### src/rtl/lift_controller.sv
// Lift controller: latches floor calls, picks the next target, drives state/floors to the travel timer.
// Latency: a call is visible to the FSM one cycle after sampling; all outputs are registered.
// Backpressure: none; a move holds until the timer's reached pulse. LIFT_DOOR_REOPEN_EN enables door reopen from DOOR_CLOSE.
module lift_controller #(
   parameter int NUM_FLOORS        = 8,
   parameter int DOOR_OPEN_CYCLES  = 4,
   parameter int DOOR_CLOSE_CYCLES = 2
) (
   input  logic                  clk,
   input  logic                  rst,
   input  logic [NUM_FLOORS-1:0] req,
   input  logic                  reached,
   output logic [31:0]           current_state,
   output logic [31:0]           nfloor,
   output logic [31:0]           pfloor,
   output logic [NUM_FLOORS-1:0] pending,
   output logic                  dir_up
);

   localparam int FW = (NUM_FLOORS > 1) ? $clog2(NUM_FLOORS) : 1;

   // Codes are shared with the travel timer, so they are fixed values.
   typedef enum logic [2:0] {
      DOOR_OPEN  = 3'd1,
      DOOR_CLOSE = 3'd2,
      READY      = 3'd3,
      MOVE_UP    = 3'd4,
      MOVE_DOWN  = 3'd5
   } state_t;

   state_t                state_q, state_d;
   logic [FW-1:0]         nfloor_q, nfloor_d;
   logic [FW-1:0]         pfloor_q, pfloor_d;
   logic [NUM_FLOORS-1:0] pending_q, pending_d;
   logic                  dir_q, dir_d;
   logic [7:0]            cnt_q, cnt_d;
   logic [NUM_FLOORS-1:0] clr;

   logic                  above_vld, below_vld;
   logic [FW-1:0]         above_idx, below_idx;

   // Nearest pending call above and below the present floor.
   always_comb begin
      above_vld = 1'b0;
      above_idx = '0;
      below_vld = 1'b0;
      below_idx = '0;
      // Descending scan: the last hit is the lowest floor above.
      for (int i = NUM_FLOORS - 1; i >= 0; i--) begin
         if (pending_q[i] && (i > int'(pfloor_q))) begin
            above_vld = 1'b1;
            above_idx = FW'(i);
         end
      end
      // Ascending scan: the last hit is the highest floor below.
      for (int i = 0; i < NUM_FLOORS; i++) begin
         if (pending_q[i] && (i < int'(pfloor_q))) begin
            below_vld = 1'b1;
            below_idx = FW'(i);
         end
      end
   end

   // Next-state logic: FSM transitions, target selection and the served-floor clear mask.
   always_comb begin
      state_d  = state_q;
      nfloor_d = nfloor_q;
      pfloor_d = pfloor_q;
      dir_d    = dir_q;
      cnt_d    = cnt_q;
      clr      = '0;
      case (state_q)
         READY: begin
            cnt_d = 8'd0;
            if (pending_q != '0) begin
               if (pending_q[pfloor_q]) begin
                  state_d       = DOOR_OPEN;
                  clr[pfloor_q] = 1'b1;
               end else if (dir_q) begin
                  if (above_vld) begin
                     nfloor_d = above_idx;
                     state_d  = MOVE_UP;
                  end else begin
                     nfloor_d = below_idx;
                     dir_d    = 1'b0;
                     state_d  = MOVE_DOWN;
                  end
               end else begin
                  if (below_vld) begin
                     nfloor_d = below_idx;
                     state_d  = MOVE_DOWN;
                  end else begin
                     nfloor_d = above_idx;
                     dir_d    = 1'b1;
                     state_d  = MOVE_UP;
                  end
               end
            end
         end
         MOVE_UP, MOVE_DOWN: begin
            // Target is frozen for the whole move; intermediate calls wait.
            if (reached) begin
               pfloor_d       = nfloor_q;
               clr[nfloor_q]  = 1'b1;
               state_d        = DOOR_OPEN;
               cnt_d          = 8'd0;
            end
         end
         DOOR_OPEN: begin
            // Calls for this floor while the door is open are already served.
            clr[pfloor_q] = 1'b1;
            if (cnt_q == 8'(DOOR_OPEN_CYCLES - 1)) begin
               state_d = DOOR_CLOSE;
               cnt_d   = 8'd0;
            end else begin
               cnt_d = cnt_q + 8'd1;
            end
         end
         DOOR_CLOSE: begin
`ifdef LIFT_DOOR_REOPEN_EN
            if (req[pfloor_q]) begin
               state_d       = DOOR_OPEN;
               cnt_d         = 8'd0;
               clr[pfloor_q] = 1'b1;
            end else
`endif
            if (cnt_q == 8'(DOOR_CLOSE_CYCLES - 1)) begin
               state_d = READY;
               cnt_d   = 8'd0;
            end else begin
               cnt_d = cnt_q + 8'd1;
            end
         end
         default: begin
            state_d = READY;
            cnt_d   = 8'd0;
         end
      endcase
      // Clear wins over a simultaneous new call for the same floor.
      pending_d = (pending_q | req) & ~clr;
   end

   // State register; synchronous reset overrides any move or dwell in progress.
   always_ff @(posedge clk) begin
      if (rst) begin
         state_q   <= READY;
         nfloor_q  <= '0;
         pfloor_q  <= '0;
         pending_q <= '0;
         dir_q     <= 1'b1;
         cnt_q     <= 8'd0;
      end else begin
         state_q   <= state_d;
         nfloor_q  <= nfloor_d;
         pfloor_q  <= pfloor_d;
         pending_q <= pending_d;
         dir_q     <= dir_d;
         cnt_q     <= cnt_d;
      end
   end

   assign current_state = 32'(state_q);
   assign nfloor        = 32'(nfloor_q);
   assign pfloor        = 32'(pfloor_q);
   assign pending       = pending_q;
   assign dir_up        = dir_q;

endmodule

### config.mk
export PLATFORM = sky130hd
export DESIGN_NAME = lift_controller
export DESIGN_NICKNAME = d
export VERILOG_FILES = /design/src/rtl/lift_controller.sv
export SDC_FILE = /design/constraint.sdc
export NUM_CORES = 1
export LEC_CHECK = 0
export CELL_PAD_IN_SITES_DETAIL_PLACEMENT = 1
export CELL_PAD_IN_SITES_GLOBAL_PLACEMENT = 1
export CORE_MARGIN = 3
export CORE_UTILIZATION = 29
export DETAILED_ROUTE_END_ITERATION = 12
export PLACE_DENSITY = 0.78
export SLEW_MARGIN = 5
export SYNTH_ARGS = -nofsm -noshare
export SYNTH_HDL_FRONTEND = slang
export SYNTH_SLANG_ARGS = --single-unit
### constraint.sdc
create_clock -name clk -period 2.5 [get_ports clk]
set_clock_uncertainty 0.05 [all_clocks]
set_input_delay 0.375 -clock clk [delete_from_list [all_inputs] [get_ports clk]]
set_output_delay 0.375 -clock clk [all_outputs]
set_load 0.1 [all_outputs]
==> out/qor.csv <==
stage;metric;value;unit
finish;ANT cells;0;
clock_tree;post-CTS sizing;0;
yosys;EDFF count, synth;0;
setup_path;crit path kind;reg2reg;
drt;Total Wirelength;6160;um
sta;unrepaired setup endpoints after global routing;no;
clock_tree;htree depth;1;
drt;initial DRC count;60;
yosys;Yosys Warn Count;0;
clock_tree;hold buffer count at cts;0;
clock_tree;Post CTS Setup Buffer Count;0;
die;die boundary width;97.6;um
sta;Worst-Margin Slew;0.590;ns
sta;fmax;449;MHz
grt;largest net degree at the start of global routing;18;
die;Starting Density;0.307;
drt;detail-routed net length per standard cell;14.3;um
sta;endpoints failing setup;0;
job;max-cap viol count;0;
clock_tree;worst-case clock buffer depth;2;
placement;Port Buffers;28;
die;chip height;97.6;um
power_and_ir_drop;Worst VDD drop;0.467;mV
placement;placer's final routability congestion estimate;0.856;
yosys;most common flop cell mapped by yosys;dfxtp_1;
yosys;ys async rst share;0;
finish;Finished Cell Area;0.00250;mm2
outcome;status;finished, final reports clean;
finish;multi-input logic area;0.00145;mm2
placement;HPWL Detailed;4900;um
drt;DR vias/cell;4.61;
finish;share of layout cells above drive strength 1;0.148;
clock_tree;worst skew pair latency;0.27;ns
worst_hold_path;HP Class;reg2reg;
yosys;register bit total from synthesis;26;
finish;final cell count without fillers;432;
finish;register area;526;um2
sta;Final Max Slew Viols;0;
placement;placed cell areas;0.00242;mm2
power_and_ir_drop;total power;2.86;mW
drt;DR vias;1992;
die;DIE AREA;0.00953;mm2
clock_tree;Root Buffer;clkbuf_8;
setup_path;Crit path required time;2.61;ns
sta;endpoints failing hold;0;
grt;vias in the first global route;1879;
setup_path;kind of end point of the critical path;flip-flop;
setup_path;CP arrival;2.34;ns
grt;GRT Util Overall;0.124;
power_and_ir_drop;PwrDens;1150;mW/mm2
finish;fill count;992;
die;I/O pin count;116;
sta;Final Cycle Share;0.890;
drt;number of iterations in the first detailed-routing pass;4;
sta;Setup WS post-layout;0.275;ns
clock_tree;CTS Buf Count;3;
yosys;post-synthesis area per instance;7.93;um2
grt;GRT Residual Overflow;0;
setup_path;Startpoint Class;flip-flop;
yosys;Cell Area, Synth;0.00243;mm2
power_and_ir_drop;LEAKAGE;1.06;nW
sta;Period minus WS final;2.22;ns
placement;Place WS;0.247;ns
yosys;gate count of the mapped netlist;307;
placement;Placed Instances;428;
finish;fin nets;344;
sta;Fin Setup TNS;0;ns
grt;initial antenna violation count;0;
drt;# DRC;0;
sta;Worst slew margin;0.604;
die;core area;0.00793;mm2
die;placement row count;32;
yosys;Synth cell types;62;
grt;first-pass GRT wire length;9890;um
drt;antenna-violating nets left;0;
finish;Area growth syn-to-layout;2.52;%
clock_tree;CTS sink count;26;
finish;most common cell after layout, fill and taps aside;conb_1;
clock_tree;clock tree from TritonCTS;yes;
clock_tree;clk slew on worst S/H paths;0.10;ns
setup_path;worst-path fanout max;13;
yosys;register area share after synthesis;0.214;
finish;most frequent cells in the layout;87 x conb_1, 36 x nor2_1, 24 x buf_4, 22 x dfxtp_1, 15 x a21oi_1;
-- flip-flops by register name, summed over array words and instances, names as in the netlist --
register and count:
state_q 3, cnt_q 8, dir_up 1, nfloor_q 3, pfloor_q 3, pending 8
-- through the flow --
| stage | hold slack (ns) | util |
|---|---|---|
| 4_1_cts | 0.519 | 0.315 |
| 3_5_place_dp | 0.504 | 0.306 |
| 5_1_grt | 0.532 | 0.315 |
| 3_3_place_gp | 0.455 | 0.306 |
| 2_1_floorplan | 0.430 | - |
| 6_report | 0.515 | 0.315 |
-- synthesized netlist by cell type, drive strengths merged, types with 2 or more instances --
cell | number | share of area
inv | 7 | 0.011
nand3 | 7 | 0.014
xnor2 | 2 | 0.0072
o21ai | 9 | 0.022
a211oi | 4 | 0.014
mux2i | 2 | 0.0082
or2 | 3 | 0.0087
a21o | 2 | 0.0062
nand2b | 7 | 0.018
a311o | 4 | 0.016
clkbuf | 3 | 0.0046
or3b | 3 | 0.011
nor2 | 39 | 0.067
a41oi | 2 | 0.0072
nor2b | 5 | 0.013
a311oi | 2 | 0.0072
xor2 | 5 | 0.018
dfxtp | 26 | 0.21
o31ai | 6 | 0.024
a31oi | 8 | 0.021
ha | 2 | 0.010
buf | 98 | 0.30
nor3 | 2 | 0.0041
a21oi | 15 | 0.031
nand2 | 13 | 0.021
o22ai | 2 | 0.0051
nand4 | 6 | 0.015
-- critical path: stages, from the launching register on --
cell and delay, ns:
dfxtp_1 0.49, buf_4 0.26, nor2_2 0.25, o21ai_1 0.11
or3b_1 0.41, nand2_2 0.12, o311ai_1 0.11, a311oi_1 0.32
-- path summary, 6_finish.rpt --
path	from	endpoint	slack, ns	cells after the start
worst min register to register	cnt_q[1]$_SDFFE_PP0N_	cnt_q[1]$_SDFFE_PP0N_	0.51	2
worst min-delay path	cnt_q[1]$_SDFFE_PP0N_	cnt_q[1]$_SDFFE_PP0N_	0.51	2
worst max register to register	pfloor_q[2]$_SDFFE_PP0P_	nfloor_q[1]$_SDFFE_PP0P_	0.28	7
worst max-delay path	pfloor_q[2]$_SDFFE_PP0P_	nfloor_q[1]$_SDFFE_PP0P_	0.28	7
-- routing by layer --
| layer | vias up | routed length (um) | track usage |
|---|---|---|---|
| met5 | - | 0 | 0 |
| met4 | 0 | 53 | 0.0266 |
| met3 | 4 | 519 | 0.0208 |
| met2 | 86 | 3020 | 0.211 |
| met1 | 967 | 2570 | 0.163 |
| li1 | 935 | - | - |
-- cell families after synthesis --
group | after synthesis | synth area share
other | 1 | 0.00154
AOI/OAI and AO/OA | 66 | 0.213
xor gates and xnor gates | 7 | 0.0252
DFF | 26 | 0.214
adders and majority gates | 3 | 0.0144
buffers and inverters | 109 | 0.325
and+or+nand+nor | 92 | 0.193
muxes | 3 | 0.0144
-- report_power, final --
group / switching, mW / internal [mW] / leakage [nW] / total [mW]
Combinational: 1.47 / 0.365 / 0.808 / 1.84
Clock: 0.137 / 0.214 / 0.0357 / 0.351
Sequential: 0.175 / 0.496 / 0.215 / 0.671
-- cell type report --
| class | count | area share |
|---|---|---|
| clock buffer | 3 | 0.0165 |
| clock inverter | 1 | 0.0120 |
| inverter | 7 | 0.0105 |
| multi-input combinational | 258 | 0.579 |
| sequential | 26 | 0.211 |
| tap | 102 | 0.0511 |
| timing repair buffer | 35 | 0.120 |
Power figures use the tool's default switching activity.
==> variant 1: new RTL, config.mk and constraints unchanged <==
Change the parameter `NUM_FLOORS` from 8 to 16.
--- a/src/rtl/lift_controller.sv
+++ b/src/rtl/lift_controller.sv
@@ -3,5 +3,5 @@
 // Backpressure: none; a move holds until the timer's reached pulse. LIFT_DOOR_REOPEN_EN enables door reopen from DOOR_CLOSE.
 module lift_controller #(
-   parameter int NUM_FLOORS        = 8,
+   parameter int NUM_FLOORS        = 16,
    parameter int DOOR_OPEN_CYCLES  = 4,
    parameter int DOOR_CLOSE_CYCLES = 2
Ports: changed (resized pending and req); port bits go from 116 to 132. The function was not compared with the original's and may differ.
==> variant 1 against the unedited design <==
Routed wire length is 110% higher. Power is 25% higher. Sequential power rose by 26%. Sequential cell count is 10 higher. Final area is 67% higher. Synthesized area rose by 44%. Setup slack worse by 0.25 ns. Non-clock buffer count is 51 higher.
==> variant 1: results (changes against the unedited design) <==
Cells and area
  • Final non-filler cell total: 642 (+49%)
  • Fin nets: 519 (+51%)
  • Fill cell count: 1,424 (+44%)
  • Share of cells above drive strength 1: 22.4% (+7.6 points)

Hold path
  • Worst Hold Depth: 2 (unchanged)
  • Hold path start: cnt_q[5]$_SDFFE_PP0N_
  • Worst Hold Class: flip-flop to flip-flop
  • Hold path endpoint: cnt_q[5]$_SDFFE_PP0N_

Timing
  • Relative slew slack: 60.0% (-0.48 points)
  • Final hold vios: 0 (unchanged)

Synthesis
  • Post-Synth Adder-Cell Area: 0.712% (-0.73 points)
  • Most frequent cells after synthesis: buf_4 (88), dfxtp_1 (36), nor2_1 (32)
  • Synth cell types: 70 (+13%)
  • Top cells by area, synth: dfxtp_1 (21%), buf_4 (19%), o21bai_1 (4.1%)
  • XOR/XNOR Fraction of Synth Area: 1.75% (-0.77 points)
  • Proportion of synthesized area in mux cells: 6.66% (+5.2 points)
  • Compound-cell area share of the yosys netlist: 28.8% (+7.6 points)
  • Sequential share of the synthesized area: 20.5% (-0.86 points)
  • Syn Inst Count: 441 (+44%)
  • Async set-reset flop share out of synthesis: 0% (unchanged)

Setup path
  • Critical Path AT: 2.64 ns (+0.30 ns)
  • R2R depth: 8 (+1)
  • R2r setup slk: 0.03 ns (-0.25 ns)
  • Crit-path slowest cell: or4_1
  • Reg2Reg Launch Point: pfloor_q[3]$_SDFFE_PP0P_
  • R2R Path End: nfloor_q[1]$_SDFFE_PP0P_
  • Worst-path maximum fanout: 20 (+7)

Place
  • Number of port buffers: 46 (+64%)
  • DP HPWL: 9.06 mm (+85%)
  • Dpl cells: 627 (+46%)
  • Setup Slack @ Placement: -0.00444 ns (-0.252 ns)
  • GPL Wtd Cong: 0.909 (+6.2%)

Clock network
  • CTS max path bufs: 2 (unchanged)
  • H-tree depth: 2 (+1)
  • Root buffer cell: clkbuf_16
  • Worst-path clk slew: 0.06 ns (-0.04 ns)
  • CTS Buf Count: 5 (+2)
  • Clk Latency, worst-skew pair: 0.29 ns (+0.02 ns)

Route
  • Starting DRC count in detailed routing: 332 (+450%)
  • WL final: 12.6 mm (+110%)
  • DR vias: 3,538 (+78%)

Pwr
  • Leakage: 1.76 nW (+66%)
  • Worst-case vdd ir drop: 0.460 mV (-1.5%)

GRT
  • First-pass GRT wire length: 19.0 mm (+92%)
  • Largest net degree at the start of global routing: 31 (+13)
  • Initial antenna violation count: 0 (unchanged)
  • Total track usage: 18.1% (+5.7 points)

Run status
  • Status: finished, final reports clean
-- variant 1: cell count changes in the layout (fill, tap and decap cells not counted), moves of 6 or more --
| cell | unedited run | this run |
|---|---|---|
| o21bai_1 | 1 | 19 |
| o21ai_0 | 5 | 11 |
| mux4_2 | 0 | 7 |
| buf_4 | 24 | 64 |
| clkdlybuf4s50_1 | 10 | 18 |
| a221oi_1 | 0 | 16 |
| dfxtp_1 | 22 | 16 |
| nand2_1 | 12 | 25 |
| dfxtp_2 | 4 | 15 |
| a21oi_1 | 15 | 23 |
-- variant 1: layout make-up --
| type | count | area, µm² | area share [%] |
|---|---|---|---|
| repair buffers | 86 | 708 | 17.0 |
| well taps | 143 | 179 | 4.29 |
| flip-flops and latches | 36 | 758 | 18.2 |
| clock inverters | 2 | 33.8 | 0.809 |
| clock buffers | 6 | 139 | 3.33 |
| multi-input cells | 364 | 2340 | 56.0 |
| inverters | 5 | 18.8 | 0.450 |
-- variant 1: power breakdown --
group / switching [mW] / internal, mW / total [mW] / leakage (nW)
clock network: 0.250 / 0.494 / 0.744 / 0.0845
logic: 1.53 / 0.453 / 1.99 / 1.37
registers: 0.185 / 0.659 / 0.844 / 0.303
-- variant 1: timing repair --
action                                  4_1_cts  5_1_grt
pin swaps                                     0        1
gates resized for setup                       1       13
buffers inserted                              0        7
endpoints found under the setup margin        1        6
-- variant 1: through the flow --
stage	hold slack [ns]	cell area, µm²	TNS [ns]	total power, mW
5_1_grt	0.542	4180	-0.141	3.72
6_report	0.502	4180	0	3.58
4_1_cts	0.508	4080	0	3.51
3_5_place_dp	0.483	3900	-0.00444	2.76
3_3_place_gp	0.456	3900	0	2.72
2_1_floorplan	0.431	3870	-0.0327	2.46
-- variant 1: worst max path at each step --
stage                                         from                        to  slack (ns)  cells past startpoint
final                     pfloor_q[3]$_SDFFE_PP0P_  nfloor_q[1]$_SDFFE_PP0P_        0.03                      8
after global routing      pfloor_q[3]$_SDFFE_PP0P_  nfloor_q[1]$_SDFFE_PP0P_       -0.06                      7
after CTS                 pfloor_q[3]$_SDFFE_PP0P_  nfloor_q[2]$_SDFFE_PP0P_        0.02                      7
after detailed placement  pfloor_q[3]$_SDFFE_PP0P_  nfloor_q[2]$_SDFFE_PP0P_      -0.004                      7
after global placement    pfloor_q[3]$_SDFFE_PP0P_  nfloor_q[2]$_SDFFE_PP0P_        0.11                      7
after floorplan           pfloor_q[3]$_SDFFE_PP0P_  nfloor_q[1]$_SDFFE_PP0P_       -0.03                      6
-- variant 1: layer usage --
layer	vias to the layer above	share of wire, %	global-route usage (%)
li1	1569	-	-
met1	1739	41	22.9
met2	188	49	30.2
met3	42	5.8	2.30
met4	0	3.9	9.05
met5	-	0	0
==> variant 2: new RTL, same settings <==
Without the edit above. Make the reset (`rst`) asynchronous in one clocked block. Comments in the files are not updated.
--- a/src/rtl/lift_controller.sv
+++ b/src/rtl/lift_controller.sv
@@ -142,5 +142,5 @@
 
    // State register; synchronous reset overrides any move or dwell in progress.
-   always_ff @(posedge clk) begin
+   always_ff @(posedge clk or posedge rst) begin
       if (rst) begin
          state_q   <= READY;
Formal check against the unedited RTL: differs if rst is asserted again (counterexample within 4 cycles, from zero or initial values and one cycle with rst high); with rst held inactive, the same outputs for 10 cycles.
==> variant 2 against the unedited design <==
Final area down 3.6%. Power grew 31%. Setup slack got worse by 0.0041 ns. Sequential power is 31% higher. Die area down 2.8%. Routed wire length down 7.1%. Synthesized area fell by 2.9%. Sequential cell count unchanged. Combinational power rose by 36%.
==> variant 2: results (changes against the unedited design) <==
Cells and area
  • Fin nets: 318 (-7.6%)
  • Final non-filler cell total: 406 (-6.0%)
  • Share of cells above drive strength 1: 14.1% (-0.70 points)
  • Register Area: 654 µm² (+25%)
  • Fill cell count: 971 (-2.1%)

Synthesis
  • Sequential share of the synthesized area: 27.7% (+6.3 points)
  • Async set-reset flop share out of synthesis: 100% (+100 points)
  • Syn Inst Count: 282 (-8.1%)
  • Most frequent cells after synthesis: buf_4 (90), nand2_1 (24), dfrtp_1 (23)
  • Main synth FF type: dfrtp_1
  • Top cells by area, synth: buf_4 (29%), dfrtp_1 (24%), nand2_1 (3.8%)
  • Synth cell types: 55 (-11%)

Timing
  • Relative slew slack: 58.9% (-1.6 points)

Setup path
  • Crit-path slowest cell: dfrtp_1
  • Crit-path max cell delay: 0.75 ns (+0.26 ns)
  • Worst-path maximum fanout: 19 (+6)

GRT
  • Total track usage: 11.9% (-0.42 points)
  • Largest net degree at the start of global routing: 27 (+9)
  • First-pass GRT wire length: 8.71 mm (-12%)

Place
  • DP HPWL: 4.37 mm (-11%)
  • Dpl cells: 402 (-6.1%)
  • Post-DP Area: 2330 µm² (-3.7%)
  • Number of port buffers: 28 (unchanged)
  • GPL Wtd Cong: 0.854 (-0.14%)
  • Setup Slack @ Placement: 0.289 ns (+0.0418 ns)

Pwr
  • Leakage: 1.12 nW (+5.4%)
  • Worst-case vdd ir drop: 0.770 mV (+65%)
  • Switching power: 2.42 mW (+35%)

Route
  • DR vias: 1,807 (-9.3%)
  • WL final: 5.72 mm (-7.1%)
  • Starting DRC count in detailed routing: 97 (+62%)

Run status
  • Status: finished, final reports clean
## variant 2: cell count changes after synthesis, sizes merged, moves of 4 or more
| cell | unedited run | this run |
|---|---|---|
| nor2 | 39 | 9 |
| dfxtp | 26 | 0 |
| dfrtp | 0 | 23 |
| nand2 | 13 | 24 |
| o22ai | 2 | 12 |
| o21ai | 9 | 18 |
| a31oi | 8 | 3 |
| nand4 | 6 | 1 |
| xor2 | 5 | 0 |
| and3 | 1 | 5 |
| o31ai | 6 | 2 |
## variant 2: worst max-delay path: cells and delay by family (launching register included)
| family | cells | cell delay [ns] |
|---|---|---|
| and+or+nand+nor | 3 | 0.65 |
| AOI/OAI and AO/OA | 3 | 0.67 |
| DFF | 1 | 0.75 |
## variant 2: logic make-up after synthesis
group	after synthesis	synth area share, %
multiplexers	7	3.18
flip-flops	26	27.7
adder cells (fa/ha/maj)	2	1.06
buffers and inverters	103	31.5
other	1	0.159
AO/OA/AOI/OAI	70	19.8
XOR/XNOR	1	0.371
AND/OR/NAND/NOR	72	16.3
## variant 2: path summary, 6_finish.rpt
| check | slack (ns) | cells past startpoint | start | endpoint |
|---|---|---|---|---|
| worst min-delay path | 0.40 | 3 | rst | cnt_q[2]$_DFFE_PP0N_ |
| max in group asynchronous | 1.70 | 3 | rst | dir_up$_DFFE_PP1P_ |
| worst min register to register | 0.46 | 1 | cnt_q[6]$_DFFE_PP0N_ | cnt_q[6]$_DFFE_PP0N_ |
| worst max register to register | 0.27 | 6 | pfloor_q[1]$_DFFE_PP0P_ | nfloor_q[0]$_DFFE_PP0P_ |
| min in group clk | 0.46 | 1 | cnt_q[6]$_DFFE_PP0N_ | cnt_q[6]$_DFFE_PP0N_ |
| worst max-delay path | 0.27 | 6 | pfloor_q[1]$_DFFE_PP0P_ | nfloor_q[0]$_DFFE_PP0P_ |
## variant 2: layout make-up
type,instances,share of cell area (%)
flip-flops and latches,26,27.2
well taps,102,5.30
inverters,6,0.936
clock buffers,3,1.72
clock inverters,1,1.25
repair buffers,29,10.1
multi-input cells,239,53.5
## variant 2: metal layers
| layer | track usage [%] | vias up | part of all wire (%) |
|---|---|---|---|
| li1 | - | 848 | - |
| met1 | 15.8 | 878 | 44 |
| met2 | 20.7 | 79 | 50 |
| met3 | 1.64 | 2 | 6.3 |
| met4 | 2.25 | 0 | 0.37 |
| met5 | 0 | - | 0 |
## variant 2: power by group through the flow
stage                     Combinational, mW  Clock, mW  Sequential [mW]
after global routing                   2.65      0.382            0.913
after detailed placement               2.50          0            0.884
after CTS                              2.51      0.368            0.873
after floorplan                        1.64          0             1.46
final                                  2.51      0.366            0.879
after global placement                 2.47          0            0.870
